$ cat src/rtl/top_i2c_interface_if.sv
// Serial link bundle: bit clock and data towards the receiver, parallel byte back.
interface top_i2c_interface_if;
  logic       clk;
  logic       data;
  logic [7:0] interface_output_data;

  modport master (output clk, output data, input interface_output_data);
  modport slave  (input clk, input data, output interface_output_data);
endinterface

$ cat src/rtl/top_i2c_interface.sv
// Oversampling receiver for 11-bit frames (ctrl[1:0], data[7:0], parity) on a sampled clk/data pair.
// Holds the last frame whose control field and parity both check out.
module top_i2c_interface #(
  parameter logic [1:0]  CTRL_PATTERN = 2'b01,
  parameter bit          ODD_PARITY   = 1'b0,
  parameter int unsigned IDLE_TIMEOUT = 64,
  parameter int unsigned SYNC_STAGES  = 2
) (
  input  logic                 f_clk,
  input  logic                 rst_n,
  top_i2c_interface_if.slave   bus
);

  localparam int unsigned CNT_W  = $clog2(IDLE_TIMEOUT + 1);
  localparam int unsigned DATA_W = 8;
  localparam int unsigned BCNT_W = 3;

  typedef enum logic [2:0] {
    S_IDLE   = 3'd0,
    S_CTRL   = 3'd1,
    S_DATA   = 3'd2,
    S_PARITY = 3'd3,
    S_CHECK  = 3'd4
  } state_t;

  state_t                  r_state;
  state_t                  w_state_nxt;
  logic [SYNC_STAGES-1:0]  r_clk_sync;
  logic [SYNC_STAGES-1:0]  r_data_sync;
  logic                    r_clk_d;
  logic [CNT_W-1:0]        r_idle_cnt;
  logic [1:0]              r_ctrl;
  logic [DATA_W-1:0]       r_shift;
  logic                    r_par;
  logic [BCNT_W-1:0]       r_bit_cnt;
  logic [DATA_W-1:0]       r_out;

  logic w_strobe;
  logic w_bit;
  logic w_timeout;
  logic w_adv;
  logic w_frame_ok;
  logic w_c1_we;
  logic w_c0_we;
  logic w_cnt_clr;
  logic w_shift_we;
  logic w_par_we;
  logic w_load;

  // Bring the asynchronous serial pins into the f_clk domain
  always_ff @(posedge f_clk or negedge rst_n) begin
    if (!rst_n) begin
      r_clk_sync  <= '0;
      r_data_sync <= '0;
      r_clk_d     <= 1'b0;
    end else begin
      r_clk_sync  <= {r_clk_sync[SYNC_STAGES-2:0], bus.clk};
      r_data_sync <= {r_data_sync[SYNC_STAGES-2:0], bus.data};
      r_clk_d     <= r_clk_sync[SYNC_STAGES-1];
    end
  end

  assign w_strobe = r_clk_sync[SYNC_STAGES-1] & ~r_clk_d;
  assign w_bit    = r_data_sync[SYNC_STAGES-1];

  // Saturating gap counter; cleared by every bit strobe
  always_ff @(posedge f_clk or negedge rst_n) begin
    if (!rst_n) begin
      r_idle_cnt <= '0;
    end else if (w_strobe) begin
      r_idle_cnt <= '0;
    end else if (r_idle_cnt != CNT_W'(IDLE_TIMEOUT)) begin
      r_idle_cnt <= r_idle_cnt + CNT_W'(1);
    end
  end

  assign w_timeout  = (r_idle_cnt == CNT_W'(IDLE_TIMEOUT)) && (r_state != S_IDLE);
  assign w_adv      = w_strobe & ~w_timeout;
  assign w_frame_ok = (r_ctrl == CTRL_PATTERN) && ((^{r_shift, r_par}) == ODD_PARITY);

  always_ff @(posedge f_clk or negedge rst_n) begin
    if (!rst_n) r_state <= S_IDLE;
    else        r_state <= w_state_nxt;
  end

  always_comb begin
    w_state_nxt = r_state;
    if (w_timeout) begin
      w_state_nxt = S_IDLE;
    end else begin
      case (r_state)
        S_IDLE:   if (w_strobe) w_state_nxt = S_CTRL;
        S_CTRL:   if (w_strobe) w_state_nxt = S_DATA;
        S_DATA:   if (w_strobe && (r_bit_cnt == BCNT_W'(DATA_W - 1))) w_state_nxt = S_PARITY;
        S_PARITY: if (w_strobe) w_state_nxt = S_CHECK;
        S_CHECK:  w_state_nxt = S_IDLE;
        default:  w_state_nxt = S_IDLE;
      endcase
    end
  end

  always_comb begin
    w_c1_we    = 1'b0;
    w_c0_we    = 1'b0;
    w_cnt_clr  = 1'b0;
    w_shift_we = 1'b0;
    w_par_we   = 1'b0;
    w_load     = 1'b0;
    case (r_state)
      S_IDLE:   w_c1_we    = w_adv;
      S_CTRL: begin
        w_c0_we   = w_adv;
        w_cnt_clr = w_adv;
      end
      S_DATA:   w_shift_we = w_adv;
      S_PARITY: w_par_we   = w_adv;
      S_CHECK:  w_load     = w_frame_ok;
      default:  w_load     = 1'b0;
    endcase
  end

  // Frame capture and accepted-byte register
  always_ff @(posedge f_clk or negedge rst_n) begin
    if (!rst_n) begin
      r_ctrl    <= '0;
      r_shift   <= '0;
      r_par     <= 1'b0;
      r_bit_cnt <= '0;
      r_out     <= '0;
    end else begin
      if (w_c1_we)   r_ctrl[1] <= w_bit;
      if (w_c0_we)   r_ctrl[0] <= w_bit;
      if (w_cnt_clr) r_bit_cnt <= '0;
      if (w_shift_we) begin
        r_shift   <= {r_shift[DATA_W-2:0], w_bit};
        r_bit_cnt <= r_bit_cnt + BCNT_W'(1);
      end
      if (w_par_we)  r_par <= w_bit;
      if (w_load)    r_out <= r_shift;
    end
  end

  assign bus.interface_output_data = r_out;

endmodule

$ cat src/flat_wrapper.sv
// flat-port wrapper written by rule: the top's interface ports become plain ports
module top_i2c_interface_flat 
#(
  parameter logic [1:0]  CTRL_PATTERN = 2'b01,
  parameter bit          ODD_PARITY   = 1'b0,
  parameter int unsigned IDLE_TIMEOUT = 64,
  parameter int unsigned SYNC_STAGES  = 2
)
  (f_clk, rst_n, bus_clk, bus_data, bus_interface_output_data);
  top_i2c_interface_if bus_i ();
  input  logic f_clk;
  input  logic rst_n;
  input wire logic [$bits(bus_i.clk)-1:0] bus_clk;
  input wire logic [$bits(bus_i.data)-1:0] bus_data;
  output wire logic [$bits(bus_i.interface_output_data)-1:0] bus_interface_output_data;
  assign bus_i.clk = bus_clk;
  assign bus_i.data = bus_data;
  assign bus_interface_output_data = bus_i.interface_output_data;
  top_i2c_interface #(.CTRL_PATTERN(CTRL_PATTERN), .ODD_PARITY(ODD_PARITY), .IDLE_TIMEOUT(IDLE_TIMEOUT), .SYNC_STAGES(SYNC_STAGES)) u_core (.f_clk(f_clk), .rst_n(rst_n), .bus(bus_i));
endmodule
$ cat config.mk
export PLATFORM = sky130hd
export DESIGN_NAME = top_i2c_interface_flat
export DESIGN_NICKNAME = d
export VERILOG_FILES = /design/src/rtl/top_i2c_interface_if.sv /design/src/rtl/top_i2c_interface.sv /design/src/flat_wrapper.sv
export SDC_FILE = /design/constraint.sdc
export NUM_CORES = 1
export LEC_CHECK = 0
export BUFFER_PORTS_ARGS = -buffer_cell sky130_fd_sc_hd__buf_2
export CAP_MARGIN = 15
export CORE_ASPECT_RATIO = 0.5
export CORE_MARGIN = 2
export CORE_UTILIZATION = 60
export CTS_BUF_LIST = sky130_fd_sc_hd__clkbuf_16
export DETAILED_ROUTE_END_ITERATION = 16
export PLACE_DENSITY = 0.89
export SLEW_MARGIN = 40
export SYNTH_ARGS = -nofsm -noshare
export SYNTH_HDL_FRONTEND = slang
export SYNTH_SLANG_ARGS = --single-unit
$ cat constraint.sdc
create_clock -name f_clk -period 3 [get_ports f_clk]
set_input_delay 0.15 -clock f_clk [delete_from_list [all_inputs] [get_ports f_clk]]
set_output_delay 0.15 -clock f_clk [all_outputs]
set_load 0.02 [all_outputs]
; ---- Yosys cells after proc, flatten, opt, wreduce, memory -nomap -nowiden
; Index checks and enable logic that the tools add are counted.
[word_totals]
ff_bits = 37
out_inout_bits = 8
elab_cells = 54
[op_classes]
add_sub_neg = 2
n_eq_ne = 12
muxes = 15
bitwise = 5
n_reduce_logical = 9
[op_table]
columns = cell, n
row1 = 2-to-1 mux 3 bit, 7
row2 = 2-to-1 mux 7 bit, 2
row3 = != test 3 x 1 -> 1 bit (second input constant), 4
row4 = case mux 3 bit (4 select lines), 1
row5 = XOR reduction 9 bit, 1
row6 = adder 7 x 1 -> 7 bit (second input constant), 1
row7 = == test 7 bit (second input constant), 1
row8 = != test 7 bit (second input constant), 1
row9 = == test 3 x 2 -> 1 bit (second input constant), 2
row10 = == test 3 bit (second input constant), 2
row11 = 2-to-1 mux 1 bit, 5
row12 = AND reduction 4 bit, 1
row13 = nonzero test 2 bit, 2
row14 = adder 3 x 1 -> 3 bit (second input constant), 1
row15 = == test 3 x 1 -> 1 bit (second input constant), 1
row16 = logical AND 1 bit, 3
row17 = logical NOT 3 bit, 1
row18 = NOT 1 bit, 3
row19 = nonzero test 3 bit, 1
row20 = bitwise AND 1 bit, 2
row21 = == test 2 x 1 -> 1 bit (second input constant), 1

; ---- Depth between registers and ports, before layout
[logic_depth]
depth_word = 7
mapped_depth = 6
ltp_nobuf = 6

; ---- Worst setup path before layout
; No wires, ideal clock.
[synth_path]
path_kind = reg2reg
startpoint = register u_core.r_shift[2]
endpoint = register u_core.r_out[0], in the netlist u_core.bus.interface_output_data[0]
setup_time_ns = 0.125
t_arrival_ns = 1.736
required_time_ns = 2.875
slack_ns = 1.139
stages_incl_launch_ff = 6
path_buffers = 0
period_less_slack_ns = 1.861
cell_sequence = dfrtp_1 -> xor2_1 -> xnor2_1 -> xnor2_2 -> mux2i_4 -> mux2_4
[synth_between]
elab_chain_cells = 4
[synth_rtl]
columns = element, line
row1 = from (decl), top_i2c_interface.sv:33  ; logic [DATA_W-1:0] r_shift;
row2 = from (signal assigned), top_i2c_interface.sv:135  ; r_shift <= {r_shift[DATA_W-2:0], w_bit};
row3 = XOR reduction 9 bit, top_i2c_interface.sv:79  ; assign w_frame_ok = (r_ctrl == CTRL_PATTERN) && ((^{r_shift, r_par}) == ODD_PARITY);
row4 = NOT 1 bit, top_i2c_interface.sv:79
row5 = logical AND 1 bit, top_i2c_interface.sv:79
row6 = 2-to-1 mux 1 bit, top_i2c_interface.sv:109  ; case (r_state)
row7 = to (signal assigned), top_i2c_interface.sv:139  ; if (w_load) r_out <= r_shift;
row8 = to (decl), top_i2c_interface.sv:36  ; logic [DATA_W-1:0] r_out;
; No other way between the ends.
; A chain may end at the register's enable or synchronous reset.

; ---- Worst setup path after layout
[layout_path]
startpoint = register u_core.r_idle_cnt[0]
endpoint = register u_core.r_shift[6]
[layout_between]
elab_chain_cells = 5
[layout_rtl]
columns = element, line
row1 = from (decl), top_i2c_interface.sv:31  ; logic [CNT_W-1:0] r_idle_cnt;
row2 = from (signal assigned), top_i2c_interface.sv:73  ; r_idle_cnt <= r_idle_cnt + CNT_W'(1);
row3 = == test 7 bit, top_i2c_interface.sv:77  ; assign w_timeout = (r_idle_cnt == CNT_W'(IDLE_TIMEOUT)) && (r_state != S_IDLE);
row4 = logical AND 1 bit, top_i2c_interface.sv:77
row5 = NOT 1 bit, top_i2c_interface.sv:78  ; assign w_adv = w_strobe & ~w_timeout;
row6 = bitwise AND 1 bit, top_i2c_interface.sv:78
row7 = 2-to-1 mux 1 bit, top_i2c_interface.sv:109
; No other way between the ends.

==> flow_summary.toml <==
[status]
status = "finished, final reports clean"

[clocking]
clk_latency_ns = 0.28
root_buffer = "clkbuf_16"
clock-sinks = 37
clkTransAtPathRegs_ns = 0.05
numCtsBuffers = 5
htree_levels = 2
cts_tree = "done"
post_cts_buffers = 0
clock_path_buffers = 2

[sta]
fmax_mhz = 466
fin_skew_ns = 0.00776
tightest_slew_ns = 0.645
setup_viol = 0
tns_ns = 0
drv_slew = 0
period_minus_slack_ns = 2.15
relSlewSlack_pct = 56.8
fin_crit_sh_pct = 71.6
finalHoldViolCount = 0
grt_setup_unrepaired = "no"
worst_slack_ns = 0.853

[route]
wl_mm = 3.33
drtPass1Iterations = 4
viasPerCell = 5.63
drc = 0
route.vias.total = 1070
drtAntennaViolNets = 0
wl_per_cell_um = 17.5
drt_iter0_markers = 73

[placement]
io_buffers = 11
dp_hpwl_mm = 1.80
gp_congestion = 0.772
place_ws_ns = 0.837

[logic_synthesis]
synth_nets = 142
yosysWarningCount = 0
synth_area_um2 = 1660
ys_async_sr_fraction_pct = 100
synth_ff_type = "dfrtp_1"
postSynthCellCount = 134
ys_ff_latch = 37
synth_cell_types = 28
synth-seq-area-share_pct = 55.7
syn_area_per_cell_um2 = 12.4
synth-edff-count = 0

[floorplanning]
start_util_pct = 63.4
die_w_um = 78.4
io_pins = 12
core_um2 = 2620
die_height_um = 41.2
die_area_um2 = 3230
rows = 13

[hold_path]
min_from = "u_core.r_data_sync[0]$_DFF_PN0_"
min_path_type = "reg2reg"
hold_end = "u_core.r_data_sync[1]$_DFF_PN0_"
hold_depth = 0

[setup_path]
slowest_stage = "nor2_1"
max_stage_delay_ns = 0.56
startpoint_type = "flip-flop"
arrival_ns = 2.31
cp.required_ns = 3.16
r2r-end = "u_core.r_shift[6]$_DFFE_PN0P_"
r2r-start = "u_core.r_idle_cnt[0]$_DFFE_PN0P_"
crit_chain = "inv_1, ha_1, nand3b_2, nand2_1, nor2_1, mux2_2"
worstSetupPathType = "reg2reg"
crit_path_max_fanout = 9
rrSetupSlack_ns = 0.85
crit_path_end_kind = "flip-flop"
worstRegToRegCells = 6

[layout]
fill_cells = 153
num_antenna_cells = 0
drive_gt1_share_pct = 26.8
syn_to_final_growth_pct = 15.7
fin_nets = 160

[power_and_ir_drop]
vdd_drop_max_v = 0.000650
p_leak_nw = 0.932
clkPwrFrac_pct = 27.1
p_sw_share_pct = 33.3
powerDensity_nw_per_um2 = 941
power_frac_comb_pct = 30.7
p_sw_mw = 0.602
seqPwrFrac_pct = 42.2
internal_power_mw = 1.21

[global_routing]
grt_pass1_wl_mm = 4.91
grt-ovfl-total = 0
grt.total_usage_pct = 22.4
grt_max_degree = 38
antenna_found_initial = 0
grt_pass1_vias = 1042

[flow_run]
drv_cap = 0
[final cells by class]
class	instances	area (µm²)	area share (%)
clock inverter	3	13.8	0.716
tap	37	46.3	2.41
timing repair buffer	14	87.6	4.56
inverter	3	11.3	0.586
clock buffer	5	125	6.51
multi-input combinational	91	712	37.0
sequential	37	926	48.2
[sequential cells by signal (all words and copies together) (netlist names), 2 cells and up]
signal,cells
u_core.r_state,3
u_core.bus.interface_output_data,8
u_core.r_data_sync,2
u_core.r_idle_cnt,7
u_core.r_clk_sync,2
u_core.r_ctrl,2
u_core.r_bit_cnt,3
u_core.r_shift,8
[cell usage after synthesis (3+ instances only)]
cell type / number / area share [%]
dfrtp_1: 37 / 56
nor2_1: 16 / 3.6
mux2_2: 12 / 8.1
nand2_1: 10 / 2.3
xnor2_1: 9 / 4.7
mux2_4: 7 / 6.3
nand3_1: 5 / 1.5
o21ai_0: 5 / 1.5
ha_1: 4 / 3.0
inv_1: 3 / 0.68
nand2b_1: 3 / 1.1
xor2_1: 3 / 1.6
[cell families (layout without fill, tap and decap cells)]
family,after synthesis,in the layout,share of synthesized area (%)
AND/OR/NAND/NOR,42,42,12.1
flip-flops,37,37,55.7
multiplexers,20,20,15.8
XOR/XNOR,13,13,7.31
AO/OA/AOI/OAI,12,12,4.59
buffers and inverters,6,25,1.43
adder cells (fa/ha/maj),4,4,3.01
[critical path: cells and delay by family, from the launching register on]
family	cells	cell delay (ns)
AND/OR/NAND/NOR	3	0.95
multiplexers	1	0.41
adder cells (fa/ha/maj)	1	0.20
buffers and inverters	1	0.06
flip-flops	1	0.40
[repair_timing]
action | CTS | global route
resized for setup | 0 | 0
hold endpoints to repair | 39 | 0
hold buffers | 3 | 0
[how the worst max path moves through the flow]
stage | startpoint | end | slack [ns]
6_report | u_core.r_idle_cnt[0]$_DFFE_PN0P_ | u_core.r_shift[6]$_DFFE_PN0P_ | 0.85
5_1_grt | u_core.r_idle_cnt[0]$_DFFE_PN0P_ | u_core.r_shift[6]$_DFFE_PN0P_ | 0.70
4_1_cts | u_core.r_idle_cnt[0]$_DFFE_PN0P_ | u_core.r_shift[6]$_DFFE_PN0P_ | 0.81
3_5_place_dp | u_core.r_idle_cnt[0]$_DFFE_PN0P_ | u_core.r_shift[2]$_DFFE_PN0P_ | 0.84
3_3_place_gp | u_core.r_idle_cnt[0]$_DFFE_PN0P_ | u_core.r_shift[3]$_DFFE_PN0P_ | 1.0
2_1_floorplan | u_core.r_shift[2]$_DFFE_PN0P_ | u_core.bus.interface_output_data[0]$_DFFE_PN0P_ | 1.14
[stage by stage]
step,hold WS (ns),util [%],total power [mW],instances,area [µm²]
after floorplan,-0.146,-,1.18,134,1660
after global placement,0.259,66.8,1.25,179,1750
after detailed placement,0.259,66.8,1.28,179,1750
after CTS,0.359,73.3,1.79,190,1920
after global routing,0.367,73.4,1.88,190,1920
final,0.359,73.4,1.81,190,1920
[cell usage in the layout (no fill, tap or decap), types with 4 or more instances in the layout]
master | Yosys | routed
dfrtp_1 | 37 | 37
nor2_1 | 16 | 16
mux2_2 | 12 | 12
nand2_1 | 10 | 10
buf_2 | 1 | 10
xnor2_1 | 9 | 9
mux2_4 | 7 | 7
o21ai_0 | 5 | 5
nand3_1 | 5 | 5
clkbuf_16 | 0 | 5
inv_1 | 3 | 4
ha_1 | 4 | 4
[layer usage]
layer  track usage [%]  routed length (µm)
met5                 0                   0
met4              17.5                 154
met3              7.27                 171
met2              39.9                1640
met1              24.1                1370
[power by group through the flow]
stage	Sequential (mW)	Combinational (mW)	Clock, mW
5_1_grt	0.779	0.584	0.518
3_3_place_gp	0.748	0.498	0
3_5_place_dp	0.760	0.515	0
4_1_cts	0.754	0.544	0.492
2_1_floorplan	0.709	0.467	0
6_report	0.763	0.556	0.489
(Power assumes the default switching activity.)
